## src/rtl/core_rtr_pkg.sv

```systemverilog
// Shared opcodes, status codes and FSM state type for core_ready_to_run_responder.
package core_rtr_pkg;

    localparam logic [15:0] CMD_STATUS      = 16'h0000;
    localparam logic [15:0] CMD_RESET_ENTER = 16'h0010;
    localparam logic [15:0] CMD_RESET_EXIT  = 16'h0011;

    localparam logic [15:0] STAT_BOOTING = 16'h0001;
    localparam logic [15:0] STAT_SETUP   = 16'h0002;
    localparam logic [15:0] STAT_READY   = 16'h0003;
    localparam logic [15:0] STAT_RUNNING = 16'h0004;
    localparam logic [15:0] STAT_UNKNOWN = 16'hFFFF;

    typedef enum logic [1:0] {
        IDLE    = 2'd0,
        EXEC    = 2'd1,
        RESPOND = 2'd2
    } rtr_state_e;

    // Priority of reported core state: running beats ready beats setup.
    function automatic logic [15:0] core_status(input logic running,
                                                input logic qualified,
                                                input logic in_reset);
        logic [15:0] stat;
        if (running) begin
            stat = STAT_RUNNING;
        end else if (qualified) begin
            stat = STAT_READY;
        end else if (in_reset) begin
            stat = STAT_SETUP;
        end else begin
            stat = STAT_BOOTING;
        end
        return stat;
    endfunction

endpackage

```

## src/rtl/core_ready_to_run_if.sv

```systemverilog
// Producer/responder handshake: producer raises valid, responder pulses done.
interface core_ready_to_run_if;
    logic valid;
    logic done;

    modport responder (input valid, output done);
    modport producer  (output valid, input done);
endinterface

```

## src/rtl/rtr_stable_counter.sv

```systemverilog
// Saturating counter qualifying how long valid has been continuously high.
module rtr_stable_counter #(
    parameter int unsigned STABLE_CYCLES = 16
) (
    input  logic clk,
    input  logic reset,
    input  logic valid,
    output logic qualified,
    output logic qualified_nxt
);
    localparam logic [15:0] STABLE_MAX = 16'(STABLE_CYCLES);

    logic [15:0] stable_cnt_q;
    logic [15:0] stable_cnt_d;

    // Next count: clear on valid low, otherwise count up to the limit.
    always_comb begin
        stable_cnt_d = 16'd0;
        if (!valid) begin
            stable_cnt_d = 16'd0;
        end else if (stable_cnt_q == STABLE_MAX) begin
            stable_cnt_d = stable_cnt_q;
        end else begin
            stable_cnt_d = stable_cnt_q + 16'd1;
        end
    end

    // Count register.
    always_ff @(posedge clk) begin
        if (reset) begin
            stable_cnt_q <= 16'd0;
        end else begin
            stable_cnt_q <= stable_cnt_d;
        end
    end

    assign qualified     = (stable_cnt_q == STABLE_MAX);
    assign qualified_nxt = (stable_cnt_d == STABLE_MAX);

endmodule

```

## src/rtl/core_ready_to_run_responder.sv

```systemverilog
// Host command responder for the core_ready_to_run handshake.
// Optional response timeout enabled by defining CORE_RTR_TIMEOUT_EN.
module core_ready_to_run_responder
    import core_rtr_pkg::*;
#(
    parameter int unsigned STABLE_CYCLES  = 16,
    parameter int unsigned TIMEOUT_CYCLES = 1024
) (
    input  logic                        bridge_clk,
    input  logic                        reset,
    input  logic                        cmd_valid,
    output logic                        cmd_ready,
    input  logic [15:0]                 cmd_opcode,
    output logic                        resp_valid,
    input  logic                        resp_ready,
    output logic [15:0]                 resp_status,
    output logic                        resp_error,
    output logic                        resp_timeout,
    core_ready_to_run_if.responder      core_ready_to_run
);
    if (STABLE_CYCLES < 1 || STABLE_CYCLES > 65535 || TIMEOUT_CYCLES < 1) begin : g_param_check
        $error("core_ready_to_run_responder: parameter out of range");
    end

    rtr_state_e  state_q, state_d;
    logic [15:0] opcode_q, opcode_d;
    logic        running_q, running_d;
    logic        in_reset_q, in_reset_d;
    logic [15:0] status_q, status_d;
    logic        error_q, error_d;
    logic        cmd_ready_q, cmd_ready_d;
    logic        resp_valid_q, resp_valid_d;
    logic        done_q, done_d;
    logic        timeout_q, timeout_d;
    logic        qualified_s, qualified_nxt_s;

    rtr_stable_counter #(.STABLE_CYCLES(STABLE_CYCLES)) u_stable (
        .clk           (bridge_clk),
        .reset         (reset),
        .valid         (core_ready_to_run.valid),
        .qualified     (qualified_s),
        .qualified_nxt (qualified_nxt_s)
    );

`ifdef CORE_RTR_TIMEOUT_EN
    logic [31:0] to_cnt_q, to_cnt_d;
`endif

    // Next-state, command execution and response registration.
    always_comb begin
        state_d    = state_q;
        opcode_d   = opcode_q;
        running_d  = running_q;
        in_reset_d = in_reset_q;
        status_d   = status_q;
        error_d    = error_q;
        done_d     = 1'b0;
        timeout_d  = 1'b0;
`ifdef CORE_RTR_TIMEOUT_EN
        to_cnt_d   = 32'd0;
`endif
        case (state_q)
            IDLE: begin
                if (cmd_valid && cmd_ready_q) begin
                    opcode_d = cmd_opcode;
                    state_d  = EXEC;
                    // done is registered, so it is decided from the count the EXEC cycle will see.
                    done_d   = (cmd_opcode == CMD_RESET_EXIT) && !running_q && qualified_nxt_s;
                end else begin
                    state_d = IDLE;
                end
            end
            EXEC: begin
                state_d = RESPOND;
                case (opcode_q)
                    CMD_STATUS: begin
                        status_d = core_status(running_q, qualified_s, in_reset_q);
                        error_d  = 1'b0;
                    end
                    CMD_RESET_EXIT: begin
                        if (running_q || qualified_s) begin
                            running_d  = 1'b1;
                            in_reset_d = 1'b0;
                            status_d   = STAT_RUNNING;
                            error_d    = 1'b0;
                        end else begin
                            status_d = STAT_BOOTING;
                            error_d  = 1'b1;
                        end
                    end
                    CMD_RESET_ENTER: begin
                        running_d  = 1'b0;
                        in_reset_d = 1'b1;
                        status_d   = STAT_SETUP;
                        error_d    = 1'b0;
                    end
                    default: begin
                        status_d = STAT_UNKNOWN;
                        error_d  = 1'b1;
                    end
                endcase
            end
            RESPOND: begin
                if (resp_ready) begin
                    state_d = IDLE;
                end else begin
`ifdef CORE_RTR_TIMEOUT_EN
                    if (to_cnt_q == 32'(TIMEOUT_CYCLES - 1)) begin
                        state_d   = IDLE;
                        timeout_d = 1'b1;
                    end else begin
                        to_cnt_d = to_cnt_q + 32'd1;
                    end
`else
                    state_d = RESPOND;
`endif
                end
            end
            default: begin
                state_d = IDLE;
            end
        endcase
        cmd_ready_d  = (state_d == IDLE);
        resp_valid_d = (state_d == RESPOND);
    end

    // State and output registers.
    always_ff @(posedge bridge_clk) begin
        if (reset) begin
            state_q      <= IDLE;
            opcode_q     <= 16'd0;
            running_q    <= 1'b0;
            in_reset_q   <= 1'b0;
            status_q     <= 16'd0;
            error_q      <= 1'b0;
            cmd_ready_q  <= 1'b0;
            resp_valid_q <= 1'b0;
            done_q       <= 1'b0;
            timeout_q    <= 1'b0;
        end else begin
            state_q      <= state_d;
            opcode_q     <= opcode_d;
            running_q    <= running_d;
            in_reset_q   <= in_reset_d;
            status_q     <= status_d;
            error_q      <= error_d;
            cmd_ready_q  <= cmd_ready_d;
            resp_valid_q <= resp_valid_d;
            done_q       <= done_d;
            timeout_q    <= timeout_d;
        end
    end

`ifdef CORE_RTR_TIMEOUT_EN
    // Response wait counter; restarts on every entry into RESPOND.
    always_ff @(posedge bridge_clk) begin
        if (reset) begin
            to_cnt_q <= 32'd0;
        end else begin
            to_cnt_q <= to_cnt_d;
        end
    end
    assign resp_timeout = timeout_q;
`else
    assign resp_timeout = 1'b0;
    logic unused_timeout_s;
    assign unused_timeout_s = timeout_q;
`endif

    assign cmd_ready              = cmd_ready_q;
    assign resp_valid             = resp_valid_q;
    assign resp_status            = status_q;
    assign resp_error             = error_q;
    assign core_ready_to_run.done = done_q;

endmodule

```

## src/flat_wrapper.sv

```systemverilog
// flat-port wrapper written by rule: the top's interface ports become plain ports
module core_ready_to_run_responder_flat import core_rtr_pkg::*;
#(
    parameter int unsigned STABLE_CYCLES  = 16,
    parameter int unsigned TIMEOUT_CYCLES = 1024
)
  (bridge_clk, reset, cmd_valid, cmd_ready, cmd_opcode, resp_valid, resp_ready, resp_status, resp_error, resp_timeout, core_ready_to_run_valid, core_ready_to_run_done);
  core_ready_to_run_if core_ready_to_run_i ();
  input  logic bridge_clk;
  input  logic reset;
  input  logic cmd_valid;
  output logic cmd_ready;
  input  logic [15:0] cmd_opcode;
  output logic resp_valid;
  input  logic resp_ready;
  output logic [15:0] resp_status;
  output logic resp_error;
  output logic resp_timeout;
  input wire logic [$bits(core_ready_to_run_i.valid)-1:0] core_ready_to_run_valid;
  output wire logic [$bits(core_ready_to_run_i.done)-1:0] core_ready_to_run_done;
  assign core_ready_to_run_i.valid = core_ready_to_run_valid;
  assign core_ready_to_run_done = core_ready_to_run_i.done;
  core_ready_to_run_responder #(.STABLE_CYCLES(STABLE_CYCLES), .TIMEOUT_CYCLES(TIMEOUT_CYCLES)) u_core (.bridge_clk(bridge_clk), .reset(reset), .cmd_valid(cmd_valid), .cmd_ready(cmd_ready), .cmd_opcode(cmd_opcode), .resp_valid(resp_valid), .resp_ready(resp_ready), .resp_status(resp_status), .resp_error(resp_error), .resp_timeout(resp_timeout), .core_ready_to_run(core_ready_to_run_i));
endmodule
```

## config.mk

```make
export PLATFORM = sky130hd
export DESIGN_NAME = core_ready_to_run_responder_flat
export DESIGN_NICKNAME = d
export VERILOG_FILES = /design/src/rtl/core_rtr_pkg.sv /design/src/rtl/core_ready_to_run_if.sv /design/src/rtl/rtr_stable_counter.sv /design/src/rtl/core_ready_to_run_responder.sv /design/src/flat_wrapper.sv
export SDC_FILE = /design/constraint.sdc
export NUM_CORES = 1
export LEC_CHECK = 0
export ABC_AREA = 1
export CAP_MARGIN = 5
export CORE_MARGIN = 1.5
export CORE_UTILIZATION = 30
export DETAILED_ROUTE_END_ITERATION = 8
export PLACE_DENSITY = 0.54
export SLEW_MARGIN = 20
export SYNTH_ARGS = -nofsm -noshare
export SYNTH_HDL_FRONTEND = slang
export SYNTH_SLANG_ARGS = --single-unit
```

## constraint.sdc

```tcl
create_clock -name bridge_clk -period 1.7 [get_ports bridge_clk]
set_input_delay 0.34 -clock bridge_clk [delete_from_list [all_inputs] [get_ports bridge_clk]]
set_output_delay 0.34 -clock bridge_clk [all_outputs]
set_load 0.1 [all_outputs]
```

==> out/metrics.yaml <==
outcome:
  status: "finished clean"
clock_tree:
  cts_made_buffers: 5
  cts_tree: "built"
  htreeDepth: 2
  cts_root_buffer: "clkbuf_8"
  ctsHoldBuffers: 0
  path_clk_slew_ps: 80
  insertion_delay_ps: 300
  cts_sinks: 44
  cts_buffer_depth: 2
final_layout:
  nNetsFinal: 397
  mostFrequentLayoutCells: "nor2_1, inv_1, nand2_1"
  layout-drive-gt1-share: 0.184
  syn_to_final_growth_pct: 40.6
  final_core_util: 0.432
  final_common_cell: "nor2_1"
  fin_area_um2: 3100
  antenna_cells: 0
logic_synthesis:
  synth_nets: 353
  synth_seq_cells: 44
  avgSynthCellArea_um2: 6.68
  ys_warn_count: 0
  postSynthCellCount: 330
  synth_seq_area_share: 0.400
  yosysUniqueCellTypes: 25
  synth_area_um2: 2200
power:
  irDropWorstVdd_mv: 0.369
  power_density_nw_per_um2: 765
  p_leak_nw: 1.32
worst_hold_path:
  hold_class: "register to register"
timing:
  setup_ws_ps: 93.5
  drv_slew: 0
  fin_hold_ws_ps: 478
  fmax_ghz: 0.622
  min_period_ps: 1610
  fin_crit_sh: 0.945
  rsz0062_at_grt: "true"
  finalHoldViolCount: 0
  setup_violations: 0
  fin_skew_ps: 4.24
critical_path:
  worstPathArrival_ps: 1810
  slowest_stage: "dfxtp_1"
  crit_top_cell: "nand2_1"
  worstPathCellList: "nand3_2 > inv_2 > nand2_1 > nor2_2 > nand2_1 > o21ai_0 > o211ai_1 > nand3_1 > nor2_1"
  max_stage_delay_ps: 470
  crit_family: "simple AND/OR/NAND/NOR gates"
  crit_type: "register to register"
  ff2ff_setup_slack_ps: 90
  endpoint_kind: "register"
  cp-start-kind: "register"
  cp.required_ps: 1900
  path_buf_inv: 1
  crit_fanout: 5
floorplanning:
  start_util: 0.307
  num_io_pins: 42
  die_w_um: 88.7
  row_count: 31
  die-area_um2: 7870
  die_h_um: 88.7
  core_um2: 7180
drt:
  wire_per_inst_um: 10.5
  num_vias: 2129
  firstDrtPassIters: 4
  detail-route-antenna-nets: 0
  wirelength_um: 4970
  drtIter0Drc: 123
  via_per_inst: 4.49
  detail_route.drc_violations: 0
placed_design:
  dpl.hpwl_um: 3930
  io_buffers: 40
  globalplace.congestion: 0.850
  pre_cts_ws_ps: -4.38
  place_area_um2: 2930
global_route:
  grt_util_all_layers: 0.136
  grt_start_max_net_pins: 14
  grt_pass1_wl_um: 8360
  antenna_found_initial: 0
  grt_pass1_vias: 1866
  grt.overflow.total: 0
job:
  cap_violations: 0
[sequential cells by signal (all words and copies together), names as in the netlist]
register and count:
u_core.opcode_q 16, u_core.u_stable.stable_cnt_q 16, u_core.resp_status 4, u_core.state_q 2
u_core.cmd_ready 1, u_core.core_ready_to_run.done 1, u_core.in_reset_q 1, u_core.resp_error 1
u_core.resp_valid 1, u_core.running_q 1
[kinds of logic after synthesis]
group | after synthesis | synth area share
simple gates | 164 | 0.324
fa+ha+maj | 2 | 0.0113
compound gates | 43 | 0.107
buf+inv | 74 | 0.148
xor+xnor | 2 | 0.00795
flops | 44 | 0.400
other cells | 1 | 0.00170
[where the power goes]
part           internal (mW)  switching (mW)
clock                  0.331           0.364
sequential              1.07          0.0228
combinational          0.223           0.363
total                   1.62           0.749
[path summary, 6_finish.rpt]
| check | from | endpoint | depth (start not counted) |
|---|---|---|---|
| worst max-delay path | u_core.u_stable.stable_cnt_q[2]$_SDFF_PP0_ | u_core.core_ready_to_run.done$_SDFF_PP0_ | 9 |
| worst min-delay path | u_core.opcode_q[8]$_SDFFE_PP0P_ | u_core.opcode_q[8]$_SDFFE_PP0P_ | 2 |
| worst max register to register | u_core.u_stable.stable_cnt_q[2]$_SDFF_PP0_ | u_core.core_ready_to_run.done$_SDFF_PP0_ | 9 |
| worst min register to register | u_core.opcode_q[8]$_SDFFE_PP0P_ | u_core.opcode_q[8]$_SDFFE_PP0P_ | 2 |
[tightest hold or removal path, cell delays in order (launching register included)]
cell     delay, ps
dfxtp_1        300
inv_1           60
o22ai_1         70
[Yosys cell counts, drive strengths merged]
library cell | n | area share
xor2 | 1 | 0.0040
nor2 | 73 | 0.13
o21ai | 16 | 0.036
o22ai | 11 | 0.031
inv | 56 | 0.095
nand3 | 26 | 0.066
nand4 | 9 | 0.026
a21boi | 1 | 0.0034
o211ai | 2 | 0.0068
dfxtp | 44 | 0.40
nor4 | 2 | 0.0057
nand2 | 49 | 0.085
ha | 2 | 0.011
xnor2 | 1 | 0.0040
clkbuf | 3 | 0.0051
buf | 15 | 0.048
a21oi | 13 | 0.030
conb | 1 | 0.0017
nor3 | 5 | 0.011
[final cells by class]
cell class	instances	area [um^2]
clock buffers	7	86.3
clock inverters	1	7.51
fillers	715	4080
inverters	56	213
multi-input cells	212	1060
flip-flops and latches	44	888
well taps	99	124
repair buffers	55	726
[per-layer routing]
metal  share of wire  vias to the layer above  track usage  wire length (um)
li1                -                     1120            -                 -
met1            0.47                      955        0.174              2340
met2            0.47                       47        0.221              2330
met3           0.048                        7       0.0336               238
met4           0.014                        0       0.0497                68
met5               0                        -            0                 0
[timing repair]
item,CTS,global route
endpoints found under the setup margin,0,4
setup buffers,0,1
gates resized for setup,0,19
[per-stage QoR]
stage,total power [mW],cells,setup TNS (ps)
after floorplan,1.48,330,0
after global placement,1.69,465,0
after detailed placement,1.70,465,-4.38
after CTS,2.39,473,0
after global routing,2.48,474,-29.2
final,2.37,474,0
Note: power is estimated with default switching activity, not from simulation.
==> edit (same flow settings) <==
Put one more register stage on the output `resp_status`, cleared by the reset. The value now appears one clock later. The other outputs are not delayed to match.
--- a/src/rtl/core_ready_to_run_responder.sv
+++ b/src/rtl/core_ready_to_run_responder.sv
@@ -170,5 +170,11 @@
     assign cmd_ready              = cmd_ready_q;
     assign resp_valid             = resp_valid_q;
-    assign resp_status            = status_q;
+    always_ff @(posedge bridge_clk) begin
+        if (reset) begin
+            resp_status <= '0;
+        end else begin
+            resp_status <= status_q;
+        end
+    end
     assign resp_error             = error_q;
     assign core_ready_to_run.done = done_q;
Formal check against the unedited RTL: not equivalent (a bounded check fails within 4 cycles, from zero or initial values and one cycle with reset high).
==> edit against the original RTL <==
  * Routed wire length is 8.1% higher
  * Hold slack got worse by 59 ps
  * Total power is 2.0% lower
  * Design area is 2.9% higher
  * Synthesized area grew 7.9%
  * Via count rose by 0.66%
  * Synthesized cell count grew 2.1%
  * Sequential cell count up 4
  * Worst setup slack better by 12 ps
  * Combinational power is 23% lower
  * Critical path type unchanged
  * Critical endpoint unchanged
==> edit: results (changes against the original RTL) <==
| Metric | Value |
|---|---|
| Met3 Resource Use GR | 2.65% (was 3.36%) |
| Pre-CTS setup slack | -9.93 ps (was -4.38 ps) |
| Switch share | 28.3% (was 31.6%) |
| Nets@finish | 400 (was 397) |
| Met2 usage | 24.2% (was 22.1%) |
| Clock Skews | 7.67 ps (was 4.24 ps) |
| Delay of the slowest critical-path stage | 370 ps (was 470 ps) |
| Dpl cell area | 0.00309 mm^2 (was 0.00293 mm^2) |
| Mapped Avg Cell Area | 7.06 um^2 (was 6.68 um^2) |
| Synth top cells by count | nor2_1 (59), inv_1 (56), dfxtp_1 (48), nand2_1 (43), nand3_1 (28) (was nor2_1 (67), inv_1 (55), nand2_1 (48), dfxtp_1 (44), nand3_1 (23)) |
| Area contributors post-synth | dfxtp_1 (40%), nor2_1 (9.3%), inv_1 (8.8%) (was dfxtp_1 (40%), nor2_1 (11%), inv_1 (9.4%)) |
| Reg-to-Reg Start | u_core.u_stable.stable_cnt_q[1]$_SDFF_PP0_ (was u_core.u_stable.stable_cnt_q[2]$_SDFF_PP0_) |
| Starting DRT DRC Count | 76 (was 123) |
| Filler cells | 809 (was 715) |
| Maximum VDD drop | 357 uV (was 369 uV) |
| Share of post-route cells with drive strength above 1 | 17.2% (was 18.4%) |
| Vias in the first global route | 2,113 (was 1,866) |
| Post-synthesis net count | 360 (was 353) |
| Clock share of power | 29.7% (was 29.3%) |
| Cell Count Post-Placement | 472 (was 465) |
| Largest net degree at the start of global routing | 18 (was 14) |
| Status | finished clean (unchanged) |
| Gpl congestion | 0.815 (was 0.850) |
| DRT met1 WL | 2430 um (was 2340 um) |
| Final HPWL DP | 4310 um (was 3930 um) |
| Metal3 WL | 172 um (was 238 um) |
| Vias per cell | 4.46 (was 4.49) |
| Netlist cell types | 32 (was 25) |
| Critical path arrival | 1830 ps (was 1810 ps) |
| Fin cells | 480 (was 474) |
| DR WL met2 | 2650 um (was 2330 um) |
## edit: changes by cell type in the layout (fill, tap and decap cells not counted), sizes merged, moves of 3 or more
| cell | change |
|---|---|
| o21ai | -3 |
| inv | +3 |
| nor3 | -3 |
| buf | -3 |
| nor2 | -8 |
| dfxtp | +4 |
| nand4 | +6 |
| o22ai | +3 |
| a21oi | -3 |
| nand3 | +4 |
## edit: how the worst min path moves through the flow
stage,startpoint,end,depth (start not counted)
after floorplan,u_core.status_q[14]$_SDFFE_PP0P_,u_core.resp_status[14]$_SDFF_PP0_,2
after global placement,u_core.status_q[2]$_SDFFE_PP0P_,u_core.resp_status[2]$_SDFF_PP0_,2
after detailed placement,u_core.status_q[2]$_SDFFE_PP0P_,u_core.resp_status[2]$_SDFF_PP0_,2
after CTS,u_core.status_q[2]$_SDFFE_PP0P_,u_core.resp_status[2]$_SDFF_PP0_,2
after global routing,u_core.status_q[2]$_SDFFE_PP0P_,u_core.resp_status[2]$_SDFF_PP0_,2
final,u_core.status_q[1]$_SDFFE_PP0P_,u_core.resp_status[1]$_SDFF_PP0_,2
## edit: kinds of logic after synthesis
family,synth area share (%)
AND/OR/NAND/NOR,33.1
buffers and inverters,14.6
flip-flops,40.4
AO/OA/AOI/OAI,9.94
XOR/XNOR,0.737
adder cells (fa/ha/maj),1.05
other,0.158
## edit: final cells by class
class | count | area [um^2] | share of cell area [%]
clock buffers | 8 | 90.1 | 2.82
inverters | 60 | 225 | 7.06
multi-input cells | 210 | 1080 | 33.8
flip-flops and latches | 48 | 965 | 30.2
well taps | 102 | 128 | 4.00
repair buffers | 52 | 703 | 22.0
## edit: worst max-delay path, delay by kind of cell (launching register included)
kind | cells | cell delay, ps
fa+ha+maj | 1 | 210
flops | 1 | 370
simple gates | 8 | 940
